==> src/rtl/pwm_ramp_ctrl_pkg.sv <==
// Shared types and defaults for the PWM duty-cycle sequencer.
package pwm_pkg;

    typedef enum logic [1:0] {
        IDLE      = 2'd0,
        WAIT_WRAP = 2'd1,
        RAMP      = 2'd2
    } pwm_ctrl_state_e;

    localparam int CBITS_DEFAULT = 17;
    localparam int STEP_DEFAULT  = 4096;

    function automatic logic state_is_busy(input pwm_ctrl_state_e s);
        return (s != IDLE);
    endfunction

endpackage

==> src/rtl/pwm_ramp_ctrl_if.sv <==
// Target-duty request channel: valid/ready handshake carrying duty and ramp mode.
interface pwm_ramp_ctrl_if
    import pwm_pkg::*;
#(
    parameter int CBITS = CBITS_DEFAULT
) ();

    logic             req_valid;
    logic [CBITS-1:0] req_duty;
    logic             req_ramp;
    logic             req_ready;

    modport master (
        output req_valid,
        output req_duty,
        output req_ramp,
        input  req_ready
    );

    modport slave (
        input  req_valid,
        input  req_duty,
        input  req_ramp,
        output req_ready
    );

endinterface

==> src/rtl/pwm_ramp_ctrl_core.sv <==
// Free-running PWM counter, period-wrap pulse and registered comparator.
module pwm_core #(
    parameter int CBITS = 17
) (
    input  logic             clk,
    input  logic             rst,
    input  logic [CBITS-1:0] i_duty_cur,
    output logic             o_pwm_out,
    output logic             o_period_wrap
);

    logic [CBITS-1:0] r_cnt;
    logic             r_pwm_out;
    logic             w_wrap;

    // Counter is never stalled or reloaded; it simply wraps modulo 2**CBITS.
    always_ff @(posedge clk or posedge rst) begin
        if (rst) begin
            r_cnt <= {CBITS{1'b0}};
        end else begin
            r_cnt <= r_cnt + {{(CBITS-1){1'b0}}, 1'b1};
        end
    end

    // Comparator output is registered so the pin never sees combinational hazards.
    always_ff @(posedge clk or posedge rst) begin
        if (rst) begin
            r_pwm_out <= 1'b0;
        end else begin
            r_pwm_out <= (r_cnt < i_duty_cur);
        end
    end

    assign w_wrap        = &r_cnt;
    assign o_period_wrap = w_wrap;
    assign o_pwm_out     = r_pwm_out;

endmodule

==> src/rtl/pwm_ramp_ctrl.sv <==
// Duty-cycle sequencer: accepts target duties and moves the live duty toward
// them (jump or fixed steps), only ever at a PWM period boundary.
module pwm_ramp_ctrl
    import pwm_pkg::*;
#(
    parameter int CBITS = CBITS_DEFAULT,
    parameter int STEP  = STEP_DEFAULT
) (
    input  logic             clk,
    input  logic             rst,
    pwm_ramp_ctrl_if.slave   req_if,
    output logic             o_busy,
    output logic [CBITS-1:0] o_duty_cur,
    output logic             o_period_wrap,
    output logic             o_pwm_out
);

    localparam logic [CBITS:0] STEP_X = (CBITS+1)'(STEP);

    pwm_ctrl_state_e  r_state;
    pwm_ctrl_state_e  w_state_nxt;
    logic [CBITS-1:0] r_target;
    logic [CBITS-1:0] w_target_nxt;
    logic             r_ramp;
    logic             w_ramp_nxt;
    logic [CBITS-1:0] r_duty_cur;
    logic [CBITS-1:0] w_duty_nxt;

    logic             w_xfer;
    logic             w_wrap;
    logic [CBITS:0]   w_cur_x;
    logic [CBITS:0]   w_tgt_x;
    logic [CBITS:0]   w_diff;
    logic [CBITS:0]   w_stepped;
    logic             w_up;
    logic             w_last_step;
    logic [CBITS-1:0] w_ramp_duty;

    assign w_xfer            = req_if.req_valid && (r_state == IDLE);
    assign req_if.req_ready  = (r_state == IDLE);
    assign o_busy            = state_is_busy(r_state);
    assign o_duty_cur        = r_duty_cur;
    assign o_period_wrap     = w_wrap;

    // One ramp step in CBITS+1 bits; a carry/borrow would mean overshoot, so clamp to target.
    always_comb begin
        w_cur_x = {1'b0, r_duty_cur};
        w_tgt_x = {1'b0, r_target};
        w_up    = (w_tgt_x > w_cur_x);
        if (w_up) begin
            w_diff    = w_tgt_x - w_cur_x;
            w_stepped = w_cur_x + STEP_X;
        end else begin
            w_diff    = w_cur_x - w_tgt_x;
            w_stepped = w_cur_x - STEP_X;
        end
        w_last_step = (w_diff <= STEP_X);
        if (w_last_step || w_stepped[CBITS]) begin
            w_ramp_duty = r_target;
        end else begin
            w_ramp_duty = w_stepped[CBITS-1:0];
        end
    end

    // Next-state and datapath updates; a wrap coincident with acceptance is not used.
    always_comb begin
        w_state_nxt  = r_state;
        w_target_nxt = r_target;
        w_ramp_nxt   = r_ramp;
        w_duty_nxt   = r_duty_cur;
        case (r_state)
            IDLE: begin
                if (w_xfer) begin
                    w_target_nxt = req_if.req_duty;
                    w_ramp_nxt   = req_if.req_ramp;
                    w_state_nxt  = req_if.req_ramp ? RAMP : WAIT_WRAP;
                end else begin
                    w_state_nxt  = IDLE;
                end
            end
            WAIT_WRAP: begin
                if (w_wrap) begin
                    w_duty_nxt  = r_target;
                    w_state_nxt = IDLE;
                end else begin
                    w_state_nxt = WAIT_WRAP;
                end
            end
            RAMP: begin
                if (w_wrap) begin
                    w_duty_nxt  = w_ramp_duty;
                    w_state_nxt = w_last_step ? IDLE : RAMP;
                end else begin
                    w_state_nxt = RAMP;
                end
            end
            default: begin
                w_state_nxt = IDLE;
            end
        endcase
    end

    // State register.
    always_ff @(posedge clk or posedge rst) begin
        if (rst) begin
            r_state <= IDLE;
        end else begin
            r_state <= w_state_nxt;
        end
    end

    // Target, mode and live duty registers.
    always_ff @(posedge clk or posedge rst) begin
        if (rst) begin
            r_target   <= {CBITS{1'b0}};
            r_ramp     <= 1'b0;
            r_duty_cur <= {CBITS{1'b0}};
        end else begin
            r_target   <= w_target_nxt;
            r_ramp     <= w_ramp_nxt;
            r_duty_cur <= w_duty_nxt;
        end
    end

    pwm_core #(
        .CBITS (CBITS)
    ) u_core (
        .clk           (clk),
        .rst           (rst),
        .i_duty_cur    (r_duty_cur),
        .o_pwm_out     (o_pwm_out),
        .o_period_wrap (w_wrap)
    );

endmodule

==> src/flat_wrapper.sv <==
// flat-port wrapper written by rule: the top's interface ports become plain ports
module pwm_ramp_ctrl_flat import pwm_pkg::*;
#(
    parameter int CBITS = CBITS_DEFAULT,
    parameter int STEP  = STEP_DEFAULT
)
  (clk, rst, o_busy, o_duty_cur, o_period_wrap, o_pwm_out, req_if_req_valid, req_if_req_duty, req_if_req_ramp, req_if_req_ready);
  pwm_ramp_ctrl_if #(.CBITS(CBITS)) req_if_i ();
  input  logic clk;
  input  logic rst;
  output logic o_busy;
  output logic [CBITS-1:0] o_duty_cur;
  output logic o_period_wrap;
  output logic o_pwm_out;
  input wire logic [$bits(req_if_i.req_valid)-1:0] req_if_req_valid;
  input wire logic [$bits(req_if_i.req_duty)-1:0] req_if_req_duty;
  input wire logic [$bits(req_if_i.req_ramp)-1:0] req_if_req_ramp;
  output wire logic [$bits(req_if_i.req_ready)-1:0] req_if_req_ready;
  assign req_if_i.req_valid = req_if_req_valid;
  assign req_if_i.req_duty = req_if_req_duty;
  assign req_if_i.req_ramp = req_if_req_ramp;
  assign req_if_req_ready = req_if_i.req_ready;
  pwm_ramp_ctrl #(.CBITS(CBITS), .STEP(STEP)) u_core (.clk(clk), .rst(rst), .req_if(req_if_i), .o_busy(o_busy), .o_duty_cur(o_duty_cur), .o_period_wrap(o_period_wrap), .o_pwm_out(o_pwm_out));
endmodule
==> config.mk <==
export PLATFORM = sky130hd
export DESIGN_NAME = pwm_ramp_ctrl_flat
export DESIGN_NICKNAME = d
export VERILOG_FILES = /design/src/rtl/pwm_ramp_ctrl_pkg.sv /design/src/rtl/pwm_ramp_ctrl_if.sv /design/src/rtl/pwm_ramp_ctrl_core.sv /design/src/rtl/pwm_ramp_ctrl.sv /design/src/flat_wrapper.sv
export SDC_FILE = /design/constraint.sdc
export NUM_CORES = 1
export LEC_CHECK = 0
export BUFFER_PORTS_ARGS = -buffer_cell sky130_fd_sc_hd__buf_2
export CORE_UTILIZATION = 25
export DETAILED_ROUTE_END_ITERATION = 8
export PLACE_DENSITY_LB_ADDON = 0.05
export SYNTH_ARGS = -nofsm -noshare
export SYNTH_HDL_FRONTEND = slang
export SYNTH_SLANG_ARGS = --single-unit
export TNS_END_PERCENT = 10
==> constraint.sdc <==
create_clock -name clk -period 5.1 [get_ports clk]
set_input_delay 1.02 -clock clk [delete_from_list [all_inputs] [get_ports clk]]
set_output_delay 1.02 -clock clk [all_outputs]
set_load 0.005 [all_outputs]
==> impl_metrics.sql, run 1 <==
INSERT INTO impl_metrics (metric_group, metric, value, unit) VALUES
('status', 'outcome', 'complete, no violations', ''),
('placed_design', 'buffer_ports.inserted', '41', ''),
('routing', 'remaining_drc_errors', '0', ''),
('layout', 'final.fill_count', '2097', ''),
('floorplanning', 'die_area', '20100', 'µm²'),
('grt', 'global_route.overflow_total', '0', ''),
('routing', 'vias_per_cell', '5.06', ''),
('layout', 'synthToLayoutAreaGrowth', '12.5', '%'),
('min_path', 'timing.hold.worst_endpoint', 'u_core.u_core.r_cnt[15]', ''),
('synth', 'synth_cells', '586', ''),
('grt', 'grt_start_max_net_pins', '37', ''),
('synth', 'synth.avg_cell_area', '8.32', 'µm²'),
('cts', 'cts.repair_timing.setup_buffer_count', '0', ''),
('synth', 'ys_top_cells_by_area', 'dfrtp_1 28%, ha_1 14%, a21oi_1 5.6%', ''),
('worst_setup_path', 'crit_path_end_kind', 'flip-flop', ''),
('placed_design', 'gp_congestion', '0.849', ''),
('floorplanning', 'coreArea', '18900', 'µm²'),
('synth', 'synth_area', '4870', 'µm²'),
('min_path', 'hold_path_class', 'flip-flop to flip-flop', ''),
('synth', 'seq_area_frac_synth', '27.7', '%'),
('timing', 'final_setup_slack_of_the_worst_path', '447', 'ps'),
('min_path', 'hold_path.startpoint', 'u_core.u_core.r_cnt[15]', ''),
('synth', 'synth_ff_type', 'dfrtp_1', ''),
('worst_setup_path', 'worst-endpoint-arrival', '4810', 'ps'),
('timing', 'slew_headroom', '35.2', '%'),
('grt', 'antenna_found_initial', '0', ''),
('timing', 'grt_setup_unrepaired', 'false', ''),
('cts', 'cts_root_buffer', 'clkbuf_16', ''),
('timing', 'fin_setup_tns', '0', 'ps'),
('timing', 'timing.fmax', '0.215', 'GHz'),
('cts', 'clock_insertion_delay_worst_skew', '300', 'ps'),
('routing', 'routed_wl', '15800', 'µm'),
('cts', 'ctsLongestPathBuffers', '2', ''),
('pwr', 'total_power', '2750', 'µW'),
('placed_design', 'place_worst_setup_slack', '522', 'ps'),
('grt', 'globalRouteTotalUtil', '16.2', '%'),
('timing', 'final-hold-violation-count', '0', ''),
('floorplanning', 'die-height', '142', 'µm'),
('synth', 'synth_seq_cells', '54', ''),
('routing', 'final_antenna_net_count', '0', ''),
('pwr', 'max-vdd-ir-drop', '197', 'µV'),
('cts', 'tritoncts_clock_tree', 'done', ''),
('timing', 'min_period', '4650', 'ps'),
('layout', 'seq_area', '1350', 'µm²'),
('min_path', 'timing.hold.worst_path_depth', '1', ''),
('synth', 'post_synth_mux_area_share', '1.03', '%'),
('cts', 'ctsHoldBuffers', '0', ''),
('timing', 'setup_viol', '0', ''),
('synth', 'ys.warnings.count', '0', ''),
('routing', 'drt_iter0_drc', '300', ''),
('synth', 'compound_cell_area_share_of_the_yosys_netlist', '25.6', '%'),
('grt', 'grt_pass1_wl', '25000', 'µm'),
('run', 'drv.max_cap_violation_count', '0', ''),
('layout', 'final_design_area_no_fill', '5480', 'µm²'),
('cts', 'cts_resized', '0', ''),
('synth', 'combinational_family_with_the_most_area_after_synthesis', 'compound AO/OA/AOI/OAI gates', ''),
('worst_setup_path', 'r2r_cells', '18', ''),
('cts', 'cts.clk_slew.worst_paths', '80', 'ps'),
('timing', 'worstMarginPinSlew', '969', 'ps'),
('routing', 'dr.pass1.iters', '5', ''),
('worst_setup_path', 'crit-reg2reg-launch', 'u_core.o_duty_cur[5]', ''),
('worst_setup_path', 'critical_path_peak_fanout', '25', ''),
('cts', 'numClockSinks', '54', ''),
('floorplanning', 'floorplan.die.width', '142', 'µm'),
('floorplanning', 'pin_count', '42', ''),
('timing', 'maxSlewViolCount', '0', ''),
('timing', 'worst_clock_skew', '12.2', 'ps'),
('synth', 'synth-edff-count', '0', ''),
('layout', 'layout.nets', '691', ''),
('worst_setup_path', 'worstReg2RegEnd', 'u_core.o_duty_cur[8]', ''),
('pwr', 'cellLeakagePower', '0.00248', 'µW');
-- cell usage after synthesis (3+ instances only) --
cell type	instances
buf_4	3
o211a_1	3
mux2i_1	5
ha_1	56
o221ai_1	3
a211oi_2	3
o32ai_1	3
nand2b_1	6
nor2b_1	7
nand4_1	13
nand2_1	58
nor3_1	8
and4_1	4
a221oi_1	3
buf_2	10
xor2_1	10
nor4_1	3
o31a_1	3
clkbuf_1	15
nor4b_1	3
nor2_1	34
a21oi_1	55
and3_1	5
dfrtp_1	54
and2_1	7
or2_2	4
inv_1	49
nand3_1	15
a21o_1	17
o211ai_1	31
xnor2_1	19
o21ai_0	35
-- layer usage --
| metal | share of wire, % | vias up | global-route usage, % |
|---|---|---|---|
| li1 | - | 2167 | - |
| met1 | 50 | 2170 | 23.2 |
| met2 | 44 | 71 | 25.0 |
| met3 | 5.2 | 11 | 3.51 |
| met4 | 0.88 | 0 | 3.06 |
| met5 | 0 | - | 0 |
-- kinds of logic (layout without fill, tap and decap cells) --
family                   after synthesis  count (layout)
adder cells (fa/ha/maj)               57              57
XOR/XNOR                              29              29
flip-flops                            54              54
buffers and inverters                 78             106
multiplexers                           5               5
AND/OR/NAND/NOR                      179             179
AO/OA/AOI/OAI                        184             184
-- critical path, stage by stage, from the launching register on --
cell	delay (ps)
dfrtp_1	440
inv_1	130
ha_1	550
and4_1	290
o21ai_1	140
o31ai_2	340
o211a_2	340
nor2_4	100
ha_1	290
a21o_1	180
a21oi_1	220
o21bai_1	90
a21oi_1	180
xnor2_1	130
nor3b_4	390
buf_4	350
nor2_1	80
a21oi_1	130
o211ai_1	120
-- final cells by class --
| class | instances | area share, % |
|---|---|---|
| clock inverters | 1 | 0.0913 |
| well taps | 260 | 5.93 |
| multi-input cells | 454 | 58.6 |
| repair buffers | 48 | 4.70 |
| inverters | 50 | 3.42 |
| flip-flops and latches | 54 | 24.6 |
| clock buffers | 7 | 2.60 |
-- flip-flops by register name (all words and copies together), names as in the netlist --
name	count
u_core.o_duty_cur	17
u_core.r_target	17
u_core.u_core.r_cnt	17
u_core.r_state	2
u_core.u_core.o_pwm_out	1
-- stage by stage --
stage               utilization (%)  hold slack (ps)
floorplan                         -              448
finish                         29.0              495
detailed placement             28.2              488
global route                   29.0              523
CTS                            29.0              499
global placement               28.2              491
-- how the worst max path moves through the flow --
stage / slack (ps) / end / cells past startpoint / startpoint
floorplan: 1100 / u_core.o_duty_cur[0] / 19 / u_core.o_duty_cur[7]
global placement: 520 / u_core.o_duty_cur[2] / 18 / u_core.o_duty_cur[5]
detailed placement: 520 / u_core.o_duty_cur[8] / 18 / u_core.o_duty_cur[5]
CTS: 470 / u_core.o_duty_cur[8] / 18 / u_core.o_duty_cur[5]
global route: 80 / u_core.o_duty_cur[8] / 18 / u_core.o_duty_cur[5]
finish: 450 / u_core.o_duty_cur[8] / 18 / u_core.o_duty_cur[5]
-- cells in the final DEF, fill, tap and decap left out, types with 3 or more instances in the layout --
| master | synthesis | routed |
|---|---|---|
| a211oi_2 | 3 | 3 |
| a21o_1 | 17 | 17 |
| a21oi_1 | 55 | 55 |
| a221oi_1 | 3 | 3 |
| and2_1 | 7 | 7 |
| and3_1 | 5 | 5 |
| and4_1 | 4 | 4 |
| buf_2 | 10 | 41 |
| buf_4 | 3 | 7 |
| clkbuf_16 | 0 | 5 |
| dfrtp_1 | 54 | 54 |
| ha_1 | 56 | 56 |
| inv_1 | 49 | 48 |
| mux2i_1 | 5 | 5 |
| nand2_1 | 58 | 58 |
| nand2b_1 | 6 | 6 |
| nand3_1 | 15 | 15 |
| nand4_1 | 13 | 13 |
| nor2_1 | 34 | 34 |
| nor2b_1 | 7 | 7 |
| nor3_1 | 8 | 8 |
| nor4_1 | 3 | 3 |
| nor4b_1 | 3 | 3 |
| o211a_1 | 3 | 3 |
| o211ai_1 | 31 | 31 |
| o21ai_0 | 35 | 35 |
| o221ai_1 | 3 | 3 |
| o31a_1 | 3 | 3 |
| o32ai_1 | 3 | 3 |
| or2_2 | 4 | 4 |
| xnor2_1 | 19 | 19 |
| xor2_1 | 10 | 10 |
-- power by group --
part	total [µW]	internal, µW	leakage (µW)	switching, µW
clock network	363	196	0.0000739	167
logic	1800	620	0.00170	1190
registers	586	501	0.000709	84.2
Power figures use the tool's default switching activity.
==> run 2: changes to the inputs <==
BUFFER_PORTS_ARGS = -buffer_cell sky130_fd_sc_hd__clkbuf_2   (was -buffer_cell sky130_fd_sc_hd__buf_2)
==> impl_metrics.sql, run 2 (synthesis gave the netlist of run 1 again) <==
INSERT INTO impl_metrics (metric_group, metric, value, unit) VALUES
('status', 'outcome', 'complete, no violations', ''),
('floorplanning', 'pin_count', '42', ''),
('timing', 'maxSlewViolCount', '0', ''),
('layout', 'seq_area', '1350', 'µm²'),
('run', 'drv.max_cap_violation_count', '0', ''),
('worst_setup_path', 'critical_path_peak_fanout', '25', ''),
('routing', 'remaining_drc_errors', '0', ''),
('grt', 'grt_pass1_wl', '24900', 'µm'),
('worst_setup_path', 'crit_path_end_kind', 'flip-flop', ''),
('min_path', 'hold_path.startpoint', 'u_core.u_core.r_cnt[15]', ''),
('routing', 'wire_per_inst', '17.9', 'µm'),
('cts', 'ctsHoldBuffers', '0', ''),
('layout', 'synthToLayoutAreaGrowth', '13.5', '%'),
('worst_setup_path', 'r2r_cells', '18', ''),
('timing', 'final-hold-violation-count', '0', ''),
('cts', 'ctsLongestPathBuffers', '2', ''),
('worst_setup_path', 'path_depth', '18', ''),
('timing', 'fin_setup_tns', '0', 'ps'),
('min_path', 'hold_path_class', 'flip-flop to flip-flop', ''),
('timing', 'grt_setup_unrepaired', 'false', ''),
('floorplanning', 'die_area', '20100', 'µm²'),
('grt', 'globalRouteTotalUtil', '16.2', '%'),
('layout', 'final_design_area_no_fill', '5530', 'µm²'),
('timing', 'worst_clock_skew', '5.99', 'ps'),
('layout', 'final_cell_mix', '58 x nand2_1, 55 x a21oi_1, 54 x ha_1, 54 x dfrtp_1, 48 x inv_1', ''),
('worst_setup_path', 'crit_required', '5270', 'ps'),
('timing', 'timing.fmax', '0.214', 'GHz'),
('cts', 'tritoncts_clock_tree', 'done', ''),
('cts', 'clock_insertion_delay_worst_skew', '310', 'ps'),
('timing', 'worstMarginPinSlew', '956', 'ps'),
('grt', 'vias_in_the_first_global_route', '4285', ''),
('worst_setup_path', 'cpLargestDelayFamily', 'compound AO/OA/AOI/OAI gates', ''),
('pwr', 'max-vdd-ir-drop', '226', 'µV'),
('pwr', 'cellLeakagePower', '0.00249', 'µW'),
('min_path', 'timing.hold.worst_endpoint', 'u_core.u_core.r_cnt[15]', ''),
('layout', 'antennaDiodeCount', '0', ''),
('timing', 'setup_viol', '0', ''),
('routing', 'routed_wl', '15700', 'µm'),
('layout', 'drive_gt1_share', '13.0', '%'),
('worst_setup_path', 'worst-endpoint-arrival', '4840', 'ps'),
('grt', 'grt_start_max_net_pins', '55', ''),
('timing', 'post-route-period-util', '91.5', '%'),
('placed_design', 'buffer_ports.inserted', '41', ''),
('routing', 'route.vias.total', '4463', ''),
('layout', 'layout.nets', '691', ''),
('placed_design', 'gp_congestion', '0.845', ''),
('worst_setup_path', 'slowest_stage', 'ha_1', ''),
('worst_setup_path', 'regToRegSetupSlack', '430', 'ps'),
('layout', 'final.fill_count', '2086', ''),
('routing', 'final_antenna_net_count', '0', ''),
('cts', 'cts_buffers', '5', ''),
('worst_setup_path', 'critical_path.most_common_cell', 'a21oi_1', ''),
('placed_design', 'postPlaceCellArea', '5340', 'µm²'),
('timing', 'slew_headroom', '36.3', '%'),
('worst_setup_path', 'crit_chain', 'inv_1, ha_1, nand2_1, o31a_1, nor2_1, o211a_2, nor2_4, ha_1, a21o_1, a21oi_1, o21bai_1, a21oi_1, xnor2_1, nor3b_4, buf_4, nor2_1, a21oi_1, o211ai_1', ''),
('cts', 'numClockSinks', '54', ''),
('routing', 'dr.pass1.iters', '5', ''),
('worst_setup_path', 'worstReg2RegEnd', 'u_core.o_duty_cur[0]', ''),
('floorplanning', 'floorplan.die.width', '142', 'µm'),
('routing', 'drt_iter0_drc', '225', ''),
('pwr', 'cellPowerDensity', '518', 'nW/µm²'),
('worst_setup_path', 'timing.critical_path.from_type', 'flip-flop', ''),
('routing', 'vias_per_cell', '5.11', ''),
('layout', 'mostFrequentLayoutCell', 'nand2_1', ''),
('layout', 'multi_input_area', '3220', 'µm²'),
('floorplanning', 'die-height', '142', 'µm'),
('floorplanning', 'starting_utilization_of_the_core_area', '25.8', '%'),
('worst_setup_path', 'slowest_delay', '520', 'ps'),
('cts', 'ctsHtreeMaxLevel', '2', ''),
('floorplanning', 'coreArea', '18900', 'µm²'),
('grt', 'global_route.overflow_total', '0', ''),
('worst_setup_path', 'critical_path.n_buffers_inverters', '2', ''),
('worst_setup_path', 'crit-reg2reg-launch', 'u_core.o_duty_cur[7]', ''),
('grt', 'antenna_found_initial', '0', ''),
('cts', 'cts_root_buffer', 'clkbuf_16', ''),
('worst_setup_path', 'critPathKind', 'flip-flop to flip-flop', ''),
('min_path', 'timing.hold.worst_path_depth', '1', ''),
('floorplanning', 'rows', '50', ''),
('placed_design', 'placed_wire_length_estimate', '12300', 'µm'),
('timing', 'min_period', '4670', 'ps'),
('cts', 'cts.clk_slew.worst_paths', '80', 'ps');
==> run 2: cell types whose count changed in the layout (fill, tap and decap cells not counted), moves of 2 or more <==
cell,change
ha_2,+2
buf_2,-41
clkbuf_2,+41
bufinv_16,+2
ha_1,-2
==> run 2: cell type report <==
| cell class | count | area share (%) |
|---|---|---|
| Sequential cell | 54 | 24.4 |
| Multi-Input combinational cell | 454 | 58.2 |
| Clock buffer | 5 | 2.26 |
| Clock inverter | 3 | 1.24 |
| Timing Repair Buffer | 48 | 4.66 |
| Tap cell | 260 | 5.88 |
| Inverter | 50 | 3.39 |
==> run 2: worst register-to-register path, delay by kind of cell, from the launching register on <==
kind	cells	cell delay, ps
compound gates	8	1600
xor+xnor	1	140
fa+ha+maj	2	820
buf+inv	2	480
flops	1	420
simple gates	5	1080
==> run 2: worst max-delay path by stage <==
| stage | startpoint | to |
|---|---|---|
| floorplan | u_core.o_duty_cur[7] | u_core.o_duty_cur[0] |
| global placement | u_core.o_duty_cur[4] | u_core.o_duty_cur[2] |
| detailed placement | u_core.o_duty_cur[4] | u_core.o_duty_cur[6] |
| CTS | u_core.o_duty_cur[4] | u_core.o_duty_cur[0] |
| global route | u_core.o_duty_cur[7] | u_core.o_duty_cur[9] |
| finish | u_core.o_duty_cur[7] | u_core.o_duty_cur[0] |
==> run 2: through the flow <==
stage                     hold slack (ps)  power [µW]  std cells  worst slack [ps]  util, %
final                                 488        2870        874               431     29.3
after global routing                  523        3100        874              20.7     29.3
after CTS                             497        2880        874               455     29.3
after detailed placement              486        2390        866               501     28.2
after global placement                487        2420        866               525     28.2
after floorplan                       448        1910        586              1100        -
==> run 2: timing repair <==
item,CTS,global route
setup endpoints to repair,0,3
gates resized for setup,0,2
buffers inserted,0,0
==> run 2: power by group <==
part / internal, µW / leakage (µW) / total, µW / switching (µW)
clock: 283 / 0.0000940 / 463 / 180
sequential: 501 / 0.000709 / 585 / 84.1
combinational: 624 / 0.00169 / 1820 / 1200
total: 1410 / 0.00249 / 2870 / 1460
==> run 2: per-layer routing <==
layer  GRT usage, %  part of all wire, %  vias to the layer above  wire [µm]
met5              0                    0                        -          0
met2           24.3                   44                       88       6840
met3           2.50                  3.2                        8        509
met4           3.40                 0.97                        0        152
li1               -                    -                     2172          -
met1           24.2                   52                     2195       8180
